===== config.mk =====
export PLATFORM = sky130hd
export DESIGN_NAME = catch_judge
export DESIGN_NICKNAME = d
export VERILOG_FILES = /design/src/rtl/catch_judge.sv
export SDC_FILE = /design/constraint.sdc
export NUM_CORES = 1
export LEC_CHECK = 0
export CORE_ASPECT_RATIO = 0.9
export CORE_UTILIZATION = 50
export CTS_BUF_LIST = sky130_fd_sc_hd__clkbuf_4
export CTS_CLUSTER_SIZE = 12
export DETAILED_ROUTE_END_ITERATION = 16
export PLACE_DENSITY = 0.92
export SYNTH_ARGS = -nofsm -noshare
export SYNTH_HDL_FRONTEND = slang
export SYNTH_SLANG_ARGS = --single-unit

===== constraint.sdc =====
create_clock -name clk -period 2.3 [get_ports clk]
set_clock_uncertainty 0.05 [all_clocks]
set_input_delay 0.46 -clock clk [delete_from_list [all_inputs] [get_ports clk]]
set_output_delay 0.46 -clock clk [all_outputs]
set_load 0.05 [all_outputs]

===== src/rtl/catch_judge.sv =====
`default_nettype none
// =============================================================================
// Module      : catch_judge
// Description : Judges catch/miss of the falling ingredient against the pot,
//               keeps score and miss count, re-arms the dropper, declares game
//               over. Optional streak scoring when COMBO_EN is defined.
// Revision    : 1.0 - initial release
// =============================================================================
module catch_judge #(
    parameter int CATCH_ROW = 60,
    parameter int POT_W     = 16,
    parameter int ITEM_W    = 8,
    parameter int MAX_MISS  = 3,
    parameter int SCORE_MAX = 99
) (
    input  logic       clk,
    input  logic       reset_n,
    input  logic       start,
    input  logic [6:0] ingr_y,
    input  logic [6:0] ingr_x,
    input  logic [6:0] pot_x,
    output logic       respawn,
    output logic       hide_ingr,
    output logic [7:0] score,
    output logic [2:0] misses,
    output logic       game_over,
    output logic [3:0] combo
);

    localparam logic [2:0] c_IDLE    = 3'd0;
    localparam logic [2:0] c_TRACK   = 3'd1;
    localparam logic [2:0] c_CAUGHT  = 3'd2;
    localparam logic [2:0] c_MISSED  = 3'd3;
    localparam logic [2:0] c_RESPAWN = 3'd4;
    localparam logic [2:0] c_WAIT    = 3'd5;
    localparam logic [2:0] c_OVER    = 3'd6;

    localparam logic [6:0] c_Y_WAIT    = 7'd70;
    localparam logic [6:0] c_Y_LAND    = 7'd80;
    localparam logic [6:0] c_CATCH_Y   = 7'(CATCH_ROW);
    localparam logic [2:0] c_MAX_MISS  = 3'(MAX_MISS);
    localparam logic [8:0] c_SCORE_MAX = 9'(SCORE_MAX);

    logic [2:0] r_state;
    logic [2:0] w_next;
    logic [6:0] r_prev_y;
    logic [7:0] r_score;
    logic [2:0] r_misses;
    logic       r_wait_seen;
    logic       r_repulsed;

    logic       w_catch_evt;
    logic       w_overlap;
    logic       w_hit;
    logic       w_landed;
    logic       w_waiting;
    logic       w_miss;
    logic       w_wait_expired;
    logic [7:0] w_item_right;
    logic [7:0] w_pot_right;
    logic [1:0] w_inc;
    logic [8:0] w_sum;
    logic [7:0] w_score_next;

    // Edge-qualified so a drop is judged only on its first sample at the row
    assign w_catch_evt  = (ingr_y == c_CATCH_Y) && (r_prev_y != c_CATCH_Y);
    assign w_item_right = {1'b0, ingr_x} + 8'(ITEM_W);
    assign w_pot_right  = {1'b0, pot_x} + 8'(POT_W);
    assign w_overlap    = (w_item_right > {1'b0, pot_x}) && ({1'b0, ingr_x} < w_pot_right);
    assign w_hit        = w_catch_evt && w_overlap;
    assign w_landed     = (ingr_y == c_Y_LAND);
    assign w_waiting    = (ingr_y == c_Y_WAIT);
    assign w_miss       = !w_catch_evt && w_landed;
    assign w_wait_expired = r_wait_seen && w_landed && !r_repulsed;

    assign w_sum        = {1'b0, r_score} + {7'd0, w_inc};
    assign w_score_next = (w_sum > c_SCORE_MAX) ? c_SCORE_MAX[7:0] : w_sum[7:0];

    always_ff @(posedge clk or negedge reset_n) begin
        if (!reset_n) begin
            r_state <= c_IDLE;
        end else begin
            r_state <= w_next;
        end
    end

    always_comb begin
        w_next = r_state;
        if (!start) begin
            w_next = c_IDLE;
        end else begin
            case (r_state)
                c_IDLE:    w_next = c_TRACK;
                c_TRACK: begin
                    if (w_hit) begin
                        w_next = c_CAUGHT;
                    end else if (w_miss) begin
                        w_next = c_MISSED;
                    end
                end
                c_CAUGHT: begin
                    if (w_landed) begin
                        w_next = c_RESPAWN;
                    end
                end
                c_MISSED:  w_next = (r_misses == c_MAX_MISS) ? c_OVER : c_RESPAWN;
                c_RESPAWN: w_next = c_WAIT;
                c_WAIT: begin
                    if (w_waiting) begin
                        w_next = c_TRACK;
                    end else if (w_wait_expired) begin
                        w_next = c_RESPAWN;
                    end
                end
                c_OVER:    w_next = c_OVER;
                default:   w_next = c_IDLE;
            endcase
        end
    end

    always_comb begin
        respawn   = 1'b0;
        hide_ingr = 1'b0;
        game_over = 1'b0;
        case (r_state)
            c_RESPAWN: respawn   = 1'b1;
            c_CAUGHT:  hide_ingr = 1'b1;
            c_OVER:    game_over = 1'b1;
            default:   ;
        endcase
    end

    always_ff @(posedge clk or negedge reset_n) begin
        if (!reset_n) begin
            r_prev_y    <= c_Y_WAIT;
            r_score     <= 8'd0;
            r_misses    <= 3'd0;
            r_wait_seen <= 1'b0;
            r_repulsed  <= 1'b0;
        end else begin
            r_prev_y <= ingr_y;
            if (start && r_state == c_IDLE) begin
                r_score  <= 8'd0;
                r_misses <= 3'd0;
            end else if (start && r_state == c_TRACK) begin
                if (w_hit) begin
                    r_score <= w_score_next;
                end else if (w_miss && r_misses != c_MAX_MISS) begin
                    r_misses <= r_misses + 3'd1;
                end
            end

            // Re-pulse allowance is granted once per drop, across WAIT/RESPAWN loops
            r_wait_seen <= (r_state == c_WAIT) && w_landed;
            if (r_state == c_WAIT) begin
                if (w_next == c_RESPAWN) begin
                    r_repulsed <= 1'b1;
                end
            end else if (r_state != c_RESPAWN) begin
                r_repulsed <= 1'b0;
            end
        end
    end

`ifdef COMBO_EN
    logic [3:0] r_combo;

    always_ff @(posedge clk or negedge reset_n) begin
        if (!reset_n) begin
            r_combo <= 4'd0;
        end else if (start && r_state == c_IDLE) begin
            r_combo <= 4'd0;
        end else if (start && r_state == c_TRACK) begin
            if (w_hit) begin
                if (r_combo != 4'd15) begin
                    r_combo <= r_combo + 4'd1;
                end
            end else if (w_miss) begin
                r_combo <= 4'd0;
            end
        end
    end

    // Streak bonus uses the streak as it stood before this catch
    assign w_inc = (r_combo >= 4'd3) ? 2'd2 : 2'd1;
    assign combo = r_combo;
`else
    assign w_inc = 2'd1;
    assign combo = 4'd0;
`endif

    assign score  = r_score;
    assign misses = r_misses;

endmodule
`default_nettype wire

==> results.yml, run 1 <==
placement:
  placed_cell_area_mm2: 0.00225
  pre_cts_ws_ns: -0.670
  gp_congestion: 0.855
  dp_hpwl_mm: 2.97
  port_buffers: 37
clock_network:
  cts_made_buffers: 3
  cts_tree: "done"
  cts_root_buf: "clkbuf_4"
  path_clk_slew_ns: 0.13
  cts_max_path_buffers: 2
  htree_levels: 1
  clock_latency_ns: 0.32
  cts.sinks: 23
timing:
  setup_violations: 0
  setup_slack_ns: 0.0702
  maxSlewViolCount: 0
  tns_ns: 0
  period_share_pct: 96.9
  hold_viol: 0
  fmax_mhz: 448
  fin_crit_ns: 2.23
worst_setup_path:
  cp_cell_sequence: "clkdlybuf4s50_1"
  cp_top_family: "buffers and inverters"
  start_kind: "register"
  crit_path_end_kind: "primary output"
  cpPeakStageDelay_ns: 0.86
  critPathArrivalTime_ns: 1.72
  path_buf_inv: 1
  required_ns: 1.79
  critPathKind: "reg -> out"
  crit_fanout: 9
  cp_slowest_cell: "clkdlybuf4s50_1"
logic_synthesis:
  synth_flop_cell: "dfrtp_1"
  syn_inst: 189
  yosys_warnings: 0
  synth-seq-cells: 23
  synthDistinctLibCells: 49
  synth.area.top_cells: "dfrtp_1 (29%), ha_1 (12%), dfstp_2 (4.6%)"
  synth_top_area_share_pct: 29.3
  synth_area_mm2: 0.00171
  synth_area_leader_cell: "dfrtp_1"
  synth_area_per_cell_um2: 9.05
  synth_edf_count: 0
  ys_seq_area_share_pct: 33.9
  async_flop_share_pct: 100
final_layout:
  n_antenna_cell: 0
  final_util_pct: 74.7
  drive_gt1_share_pct: 23.1
  final_common_cell: "buf_4"
  final_nets: 289
  nFillCells: 229
  area_delta_synth_final_pct: 38.0
  final_area_mm2: 0.00236
  layout_common_cells: "buf_4 (26), clkdlybuf4s50_1 (22), dfrtp_1 (20), nand2_1 (19), inv_1 (14)"
routing:
  routed_via_density: 5.73
  drt_first_pass_iters: 5
  wl_per_cell_um: 13.6
  drtAntennaViolNets: 0
  drt_wl_total_mm: 3.94
  drt_iter0_drc: 95
  num_vias: 1655
  drc: 0
floorplanning:
  floorplan.die_area_mm2: 0.00366
  rows: 19
  ios: 42
  die_w_um: 63.7
  coreArea_mm2: 0.00316
  die_y_um: 57.5
  initial_core_util_pct: 54.1
grt:
  grt_pass1_vias: 1588
  grt_start_max_net_pins: 24
  grt_pass1_wl_mm: 6.78
  track_usage_pct: 23.4
  grt.overflow.total: 0
  antenna_found_initial: 0
flow_run:
  drv_cap: 0
power:
  p_per_area_mw_per_mm2: 438
  leakage_nw: 1.09
  peakVddDrop_v: 0.000371
status:
  status: "finished clean"
worst_hold_path:
  hold_path.class: "in -> reg"
sequential cells by signal (all words and copies together), names as in the netlist:
name	flops
misses	3
score	8
r_wait_seen	1
r_state	3
r_repulsed	1
r_prev_y	7
repair_timing:
item	in CTS	in global routing
gates resized for setup	18	17
hold buffers	0	0
pin swaps	6	13
setup buffers	4	1
setup endpoints to repair	10	9
worst paths after layout:
path | start | to | slack, ns | cells after the start
max | score[7]$_DFFE_PN0P_ | score[7] | 0.07 | 1
min | ingr_y[0] | r_prev_y[0]$_DFF_PN0_ | 0.33 | 2
max reg2reg | score[1]$_DFFE_PN0P_ | score[1]$_DFFE_PN0P_ | 0.09 | 6
min reg2reg | r_repulsed$_DFFE_PN0P_ | r_repulsed$_DFFE_PN0P_ | 0.47 | 1
max in group asynchronous | reset_n | r_prev_y[6]$_DFF_PN1_ | 1.49 | 2
min in group asynchronous | reset_n | score[4]$_DFFE_PN0P_ | 0.43 | 2
per-stage QoR:
step           total power [mW]  instances  hold slack (ns)
2_1_floorplan             0.691        192            0.114
3_3_place_gp              0.817        281            0.417
3_5_place_dp              0.828        281            0.441
4_1_cts                    1.03        288            0.418
5_1_grt                    1.10        289            0.328
6_report                   1.03        289            0.326
logic make-up (layout without fill, tap and decap cells):
logic type	Yosys count	in the layout	synth area share [%]
XOR/XNOR	3	3	1.54
flip-flops	23	23	33.9
multiplexers	2	2	1.24
buffers and inverters	25	80	6.88
other	1	4	0.219
adder cells (fa/ha/maj)	17	17	12.4
AND/OR/NAND/NOR	66	66	21.1
AO/OA/AOI/OAI	52	52	22.8
where the power goes:
part	total, mW	leakage [nW]	switching [mW]	internal (mW)
logic	0.367	0.781	0.203	0.164
clock network	0.196	0.0139	0.129	0.0666
registers	0.472	0.293	0.0400	0.432
per-layer routing:
layer  global-route usage, %  up-vias  part of all wire (%)
li1                        -      808                     -
met1                    29.9      775                    44
met2                    40.3       64                    49
met3                    5.00        8                   5.3
met4                    6.17        0                   1.7
met5                       0        -                     0
Yosys cell counts, types with 3 or more instances:
| cell type | instances |
|---|---|
| inv_1 | 16 |
| buf_4 | 4 |
| nor2_1 | 6 |
| and3_1 | 5 |
| a31oi_1 | 5 |
| a21o_1 | 3 |
| nand2_1 | 19 |
| o21ai_0 | 12 |
| nand3_1 | 7 |
| nor2b_1 | 4 |
| a22o_1 | 7 |
| dfstp_2 | 3 |
| nand4b_1 | 4 |
| and2_1 | 4 |
| a21oi_1 | 8 |
| ha_1 | 17 |
| nor3_1 | 8 |
| dfrtp_1 | 20 |
final cells by class:
class | instances | area, um^2 | area share (%)
Timing Repair Buffer | 60 | 520 | 22.0
Inverter | 16 | 60.1 | 2.54
Sequential cell | 23 | 579 | 24.5
Clock inverter | 1 | 7.51 | 0.318
Tap cell | 42 | 52.6 | 2.23
Multi-Input combinational cell | 144 | 1120 | 47.4
Clock buffer | 3 | 22.5 | 0.954
No activity file was read; power rests on OpenSTA's default activity.
==> inputs of run 2 (changes only) <==
CORE_MARGIN = 1.5   (was unset)
==> run 2 against run 1 <==
Effect of this change: total power grew 0.93%; non-clock buffer count grew 1; clock power hardly changed; sequential power about the same; fmax increased by 0.20%; global-route usage grew 0.62 points; sequential share of layout area grew 0.067 points; largest power group unchanged; first-iteration DRC count increased by 39%; worst setup slack improved by 0.0046 ns; wire length is 8.6% higher.
==> results.yml, run 2 (synthesized netlist as in run 1, its figures left out) <==
status:
  status: "finished clean"
clock_network:
  cts_max_path_buffers: 2
  path_clk_slew_ns: 0.13
  clock_latency_ns: 0.32
  cts_root_buf: "clkbuf_4"
  cts_made_buffers: 3
  hold_buffers: 0
  htree_levels: 1
  cts_tree: "done"
  cts.sinks: 23
grt:
  antenna_found_initial: 0
  grt_pass1_wl_mm: 7.09
  grt.overflow.total: 0
  track_usage_pct: 24.0
  grt_start_max_net_pins: 24
  grt_pass1_vias: 1628
timing:
  period_share_pct: 96.8
  tns_ns: 0
  fmax_mhz: 449
  rsz0062_at_grt: "false"
  fin_crit_ns: 2.23
  worstMarginPinSlew_ns: 0.507
  worst_hold_slack_ns: 0.336
  maxSlewHeadroom_pct: 66.2
  maxSlewViolCount: 0
  setup_violations: 0
  hold_viol: 0
routing:
  drt_wl_total_mm: 4.28
  drtAntennaViolNets: 0
  drt_iter0_drc: 132
  num_vias: 1705
  wl_per_cell_um: 14.7
  routed_via_density: 5.88
  drc: 0
  drt_first_pass_iters: 4
worst_setup_path:
  critPathKind: "reg -> out"
  cpPeakStageDelay_ns: 0.86
  cp_slowest_cell: "clkdlybuf4s50_1"
  cp_top_family: "buffers and inverters"
  start_kind: "register"
  required_ns: 1.79
  crit_fanout: 9
  crit_path_end_kind: "primary output"
  critPathArrivalTime_ns: 1.72
  cp_cell_sequence: "clkdlybuf4s50_1"
  path_buf_inv: 1
power:
  p_per_area_mw_per_mm2: 442
  peakVddDrop_v: 0.000446
  swShare_pct: 36.3
  power.switching_mw: 0.380
  seq_power_share_pct: 45.2
  cellInternalPower_mw: 0.665
  p_comb_share_pct: 35.9
  leakage_nw: 1.09
  pwr-share-clk_pct: 18.9
floorplanning:
  coreArea_mm2: 0.00316
  rows: 19
  die_w_um: 64.7
  ios: 42
  floorplan.die_area_mm2: 0.00378
  initial_core_util_pct: 54.1
  die_y_um: 58.5
final_layout:
  layout_common_cells: "buf_4 (25), clkdlybuf4s50_1 (21), nand2_1 (18), dfrtp_1 (18), inv_1 (14)"
  largest_register_ffs: 8
  final_util_pct: 74.8
  instances_no_fill: 290
  n_antenna_cell: 0
  nFillCells: 227
  multi_input_area_mm2: 0.00110
  final_nets: 290
  register_area_um2: 582
  final_common_cell: "buf_4"
  area_delta_synth_final_pct: 38.3
  drive_gt1_share_pct: 23.8
placement:
  port_buffers: 37
  place_inst: 281
  gp_congestion: 0.869
  dp_hpwl_mm: 3.07
worst_hold_path:
  hold_path.class: "in -> reg"
flow_run:
  drv_cap: 0
[run 2: cell types whose count changed in the layout (fill, tap and decap cells not counted), moves of 2 or more]
cell | previous run | this run
a21oi_1 | 7 | 5
buf_6 | 0 | 2
dfrtp_2 | 0 | 2
a21oi_2 | 1 | 3
dfrtp_1 | 20 | 18
[run 2: stage by stage]
stage | worst slack (ns) | power [mW] | instance area (um^2)
after floorplan | -0.0224 | 0.691 | 1750
after global placement | -0.580 | 0.818 | 2250
after detailed placement | -0.665 | 0.832 | 2250
after CTS | 0.00197 | 1.03 | 2310
after global routing | 0.000636 | 1.11 | 2360
final | 0.0747 | 1.04 | 2360
[run 2: path summary, 6_finish.rpt]
check,startpoint,endpoint,slack [ns],depth (start not counted)
worst max-delay path,score[7]$_DFFE_PN0P_,score[7],0.07,1
worst min-delay path,ingr_y[1],r_prev_y[1]$_DFF_PN1_,0.34,2
worst max register to register,score[1]$_DFFE_PN0P_,score[3]$_DFFE_PN0P_,0.15,6
worst min register to register,r_repulsed$_DFFE_PN0P_,r_repulsed$_DFFE_PN0P_,0.45,1
max in group asynchronous,reset_n,r_prev_y[2]$_DFF_PN1_,1.50,2
min in group asynchronous,reset_n,r_prev_y[0]$_DFF_PN0_,0.42,2
[run 2: layer usage]
| layer | global-route usage [%] | routed length [um] |
|---|---|---|
| met1 | 29.0 | 1870 |
| met2 | 43.0 | 2110 |
| met3 | 6.12 | 237 |
| met4 | 6.69 | 60 |
| met5 | 0 | 0 |
[run 2: worst register-to-register path: stages (launching register included)]
cell     delay (ns)
dfrtp_2        0.45
ha_1           0.26
inv_1          0.13
or4_1          0.54
a31oi_1        0.29
and2_1         0.23
a22o_1         0.15
[run 2: what timing repair did]
action / CTS / global route
endpoints found under the setup margin: 10 / 9
buffers inserted: 3 / 2
gates resized for setup: 22 / 16
pin swaps: 9 / 8
[run 2: power by group through the flow]
| stage | registers [mW] | clock network [mW] | logic (mW) |
|---|---|---|---|
| 2_1_floorplan | 0.526 | 0 | 0.166 |
| 3_3_place_gp | 0.477 | 0 | 0.341 |
| 3_5_place_dp | 0.479 | 0 | 0.353 |
| 4_1_cts | 0.471 | 0.197 | 0.360 |
| 5_1_grt | 0.478 | 0.221 | 0.406 |
| 6_report | 0.472 | 0.197 | 0.375 |
[run 2: final cells by class]
type                            instances  share of cell area [%]
Tap cell                               42                    2.22
Multi-Input combinational cell        144                    46.6
Inverter                               16                    2.54
Timing Repair Buffer                   61                    22.8
Clock buffer                            3                   0.952
Clock inverter                          1                   0.317
Sequential cell                        23                    24.6
==> inputs of run 3 (changes only) <==
CAP_MARGIN = 20   (was unset)
CTS_CLUSTER_DIAMETER = 150   (was unset)
clock period = 2.6 ns   (was 2.3 ns; I/O delays follow)
==> run 3 against run 2 <==
Effect of this change: via count decreased by 3.9%; total power decreased by 14%; sequential share of layout area increased by 0.63 points; largest power group unchanged; utilization decreased by 2.2 points; critical path type is now in -> reg; first-iteration DRC count decreased by 15%; count of clock-buffer cells in the layout unchanged; clock power decreased by 16%.
==> results.yml, run 3 (synthesized netlist as in run 1, its figures left out) <==
timing:
  hold_viol: 0
  setup_violations: 0
  maxSlewHeadroom_pct: 66.2
  worstMarginPinSlew_ns: 0.506
  tns_ns: 0
  period_share_pct: 95.3
  maxSlewViolCount: 0
  rsz0062_at_grt: "false"
  fmax_mhz: 404
  fin_crit_ns: 2.48
grt:
  grt_pass1_vias: 1534
  met2_usage_pct: 37.6
  grt.overflow.total: 0
  grt_start_max_net_pins: 24
  busiest_layer: "met2"
  antenna_found_initial: 0
  track_usage_pct: 22.4
  grt_pass1_wl_mm: 6.71
  grt_use_met1_pct: 30.1
  grt.met3_usage_pct: 4.21
worst_setup_path:
  r2r_cells: 6
  reg2reg_slack_ns: 0.35
  crit_fanout: 3
  critPathArrivalTime_ns: 2.63
  start_kind: "primary input"
  crit_path_end_kind: "register"
  r2r_end: "score[1]$_DFFE_PN0P_"
  critPathKind: "in -> reg"
  rr_startpoint: "score[1]$_DFFE_PN0P_"
  required_ns: 2.75
placement:
  gp_congestion: 0.899
  port_buffers: 37
  dp_hpwl_mm: 3.01
clock_network:
  clock_latency_ns: 0.31
  cts_root_buf: "clkbuf_4"
  cts_made_buffers: 3
  cts_max_path_buffers: 2
  htree_levels: 1
  path_clk_slew_ns: 0.13
  hold_buffers: 0
  cts_tree: "done"
  cts.sinks: 23
final_layout:
  drive_gt1_share_pct: 15.6
  largest_register_ffs: 8
  nFillCells: 246
  area_delta_synth_final_pct: 34.2
  final_nets: 285
  n_antenna_cell: 0
  layout_common_cells: "clkdlybuf4s50_1 (30), dfrtp_1 (20), nand2_1 (19), buf_4 (18)"
  final_common_cell: "clkdlybuf4s50_1"
  register_area_um2: 579
  multi_input_area_mm2: 0.00105
floorplanning:
  floorplan.die_area_mm2: 0.00378
  initial_core_util_pct: 54.1
  die_y_um: 58.5
  die_w_um: 64.7
  rows: 19
  coreArea_mm2: 0.00316
  ios: 42
routing:
  drtAntennaViolNets: 0
  drt_wl_total_mm: 3.87
  drt_iter0_drc: 112
  routed_via_density: 5.75
  drc: 0
  num_vias: 1639
  wl_per_cell_um: 13.6
  drt_first_pass_iters: 4
power:
  power.total_mw: 0.896
  peakVddDrop_v: 0.000342
  p_per_area_mw_per_mm2: 390
  leakage_nw: 1.07
worst_hold_path:
  hold_path.class: "reg -> reg"
  hold_start: "r_repulsed$_DFFE_PN0P_"
  hold_end: "r_repulsed$_DFFE_PN0P_"
  hold_depth: 1
flow_run:
  drv_cap: 0
status:
  status: "finished clean"
[run 3: cell types whose count changed in the layout (fill, tap and decap cells not counted), moves of 3 or more]
cell,before,now
buf_4,25,18
clkdlybuf4s50_1,21,30
ha_4,4,1
ha_1,12,15
[run 3: worst max path at each step]
stage / from / to / slack (ns) / depth (start not counted)
2_1_floorplan: pot_x[4] / score[6]$_DFFE_PN0P_ / 0.10 / 10
3_3_place_gp: pot_x[5] / score[6]$_DFFE_PN0P_ / -0.38 / 11
3_5_place_dp: pot_x[5] / score[6]$_DFFE_PN0P_ / -0.48 / 11
4_1_cts: ingr_x[4] / score[6]$_DFFE_PN0P_ / 0.005 / 10
5_1_grt: r_state[2]$_DFF_PN0_ / respawn / 0.007 / 3
6_report: pot_x[4] / score[6]$_DFFE_PN0P_ / 0.12 / 11
[run 3: through the flow]
step | instance area [um^2] | instances | util (%) | hold slack (ns) | setup WS (ns)
floorplan | 1720 | 192 | - | 0.174 | 0.104
global placement | 2220 | 280 | 70.3 | 0.415 | -0.383
detailed placement | 2220 | 280 | 70.3 | 0.431 | -0.480
CTS | 2260 | 285 | 71.5 | 0.462 | 0.00476
global route | 2300 | 285 | 72.6 | 0.496 | 0.00740
finish | 2300 | 285 | 72.6 | 0.459 | 0.122
[run 3: timing repair]
item                       in CTS  in global routing
hold endpoints to repair        0                  0
pin swaps                       4                  7
gates resized for setup         5                  8
buffers inserted                1                  0
setup endpoints to repair       8                 10
[run 3: worst max-delay path, stage by stage]
cell	delay, ns
dlygate4sd2_1	0.25
ha_1	0.30
inv_2	0.07
ha_4	0.19
a21o_1	0.16
a21oi_2	0.16
o221ai_2	0.14
a311oi_4	0.32
buf_4	0.18
a31oi_1	0.06
a221o_1	0.27
[run 3: report_power, final]
group          switching, mW  internal [mW]
combinational          0.175          0.140
sequential            0.0338          0.382
clock                  0.108         0.0586
[run 3: cell type report]
class                           count  share of cell area [%]
Tap cell                           42                    2.29
Sequential cell                    23                    25.2
Clock buffer                        3                   0.981
Multi-Input combinational cell    144                    45.8
Timing Repair Buffer               56                    22.8
Inverter                           16                    2.62
Clock inverter                      1                   0.327
[run 3: per-layer routing]
layer	part of all wire (%)	vias up
met4	1.4	0
met1	45	773
met2	48	57
met5	0	-
li1	-	803
met3	5.4	6
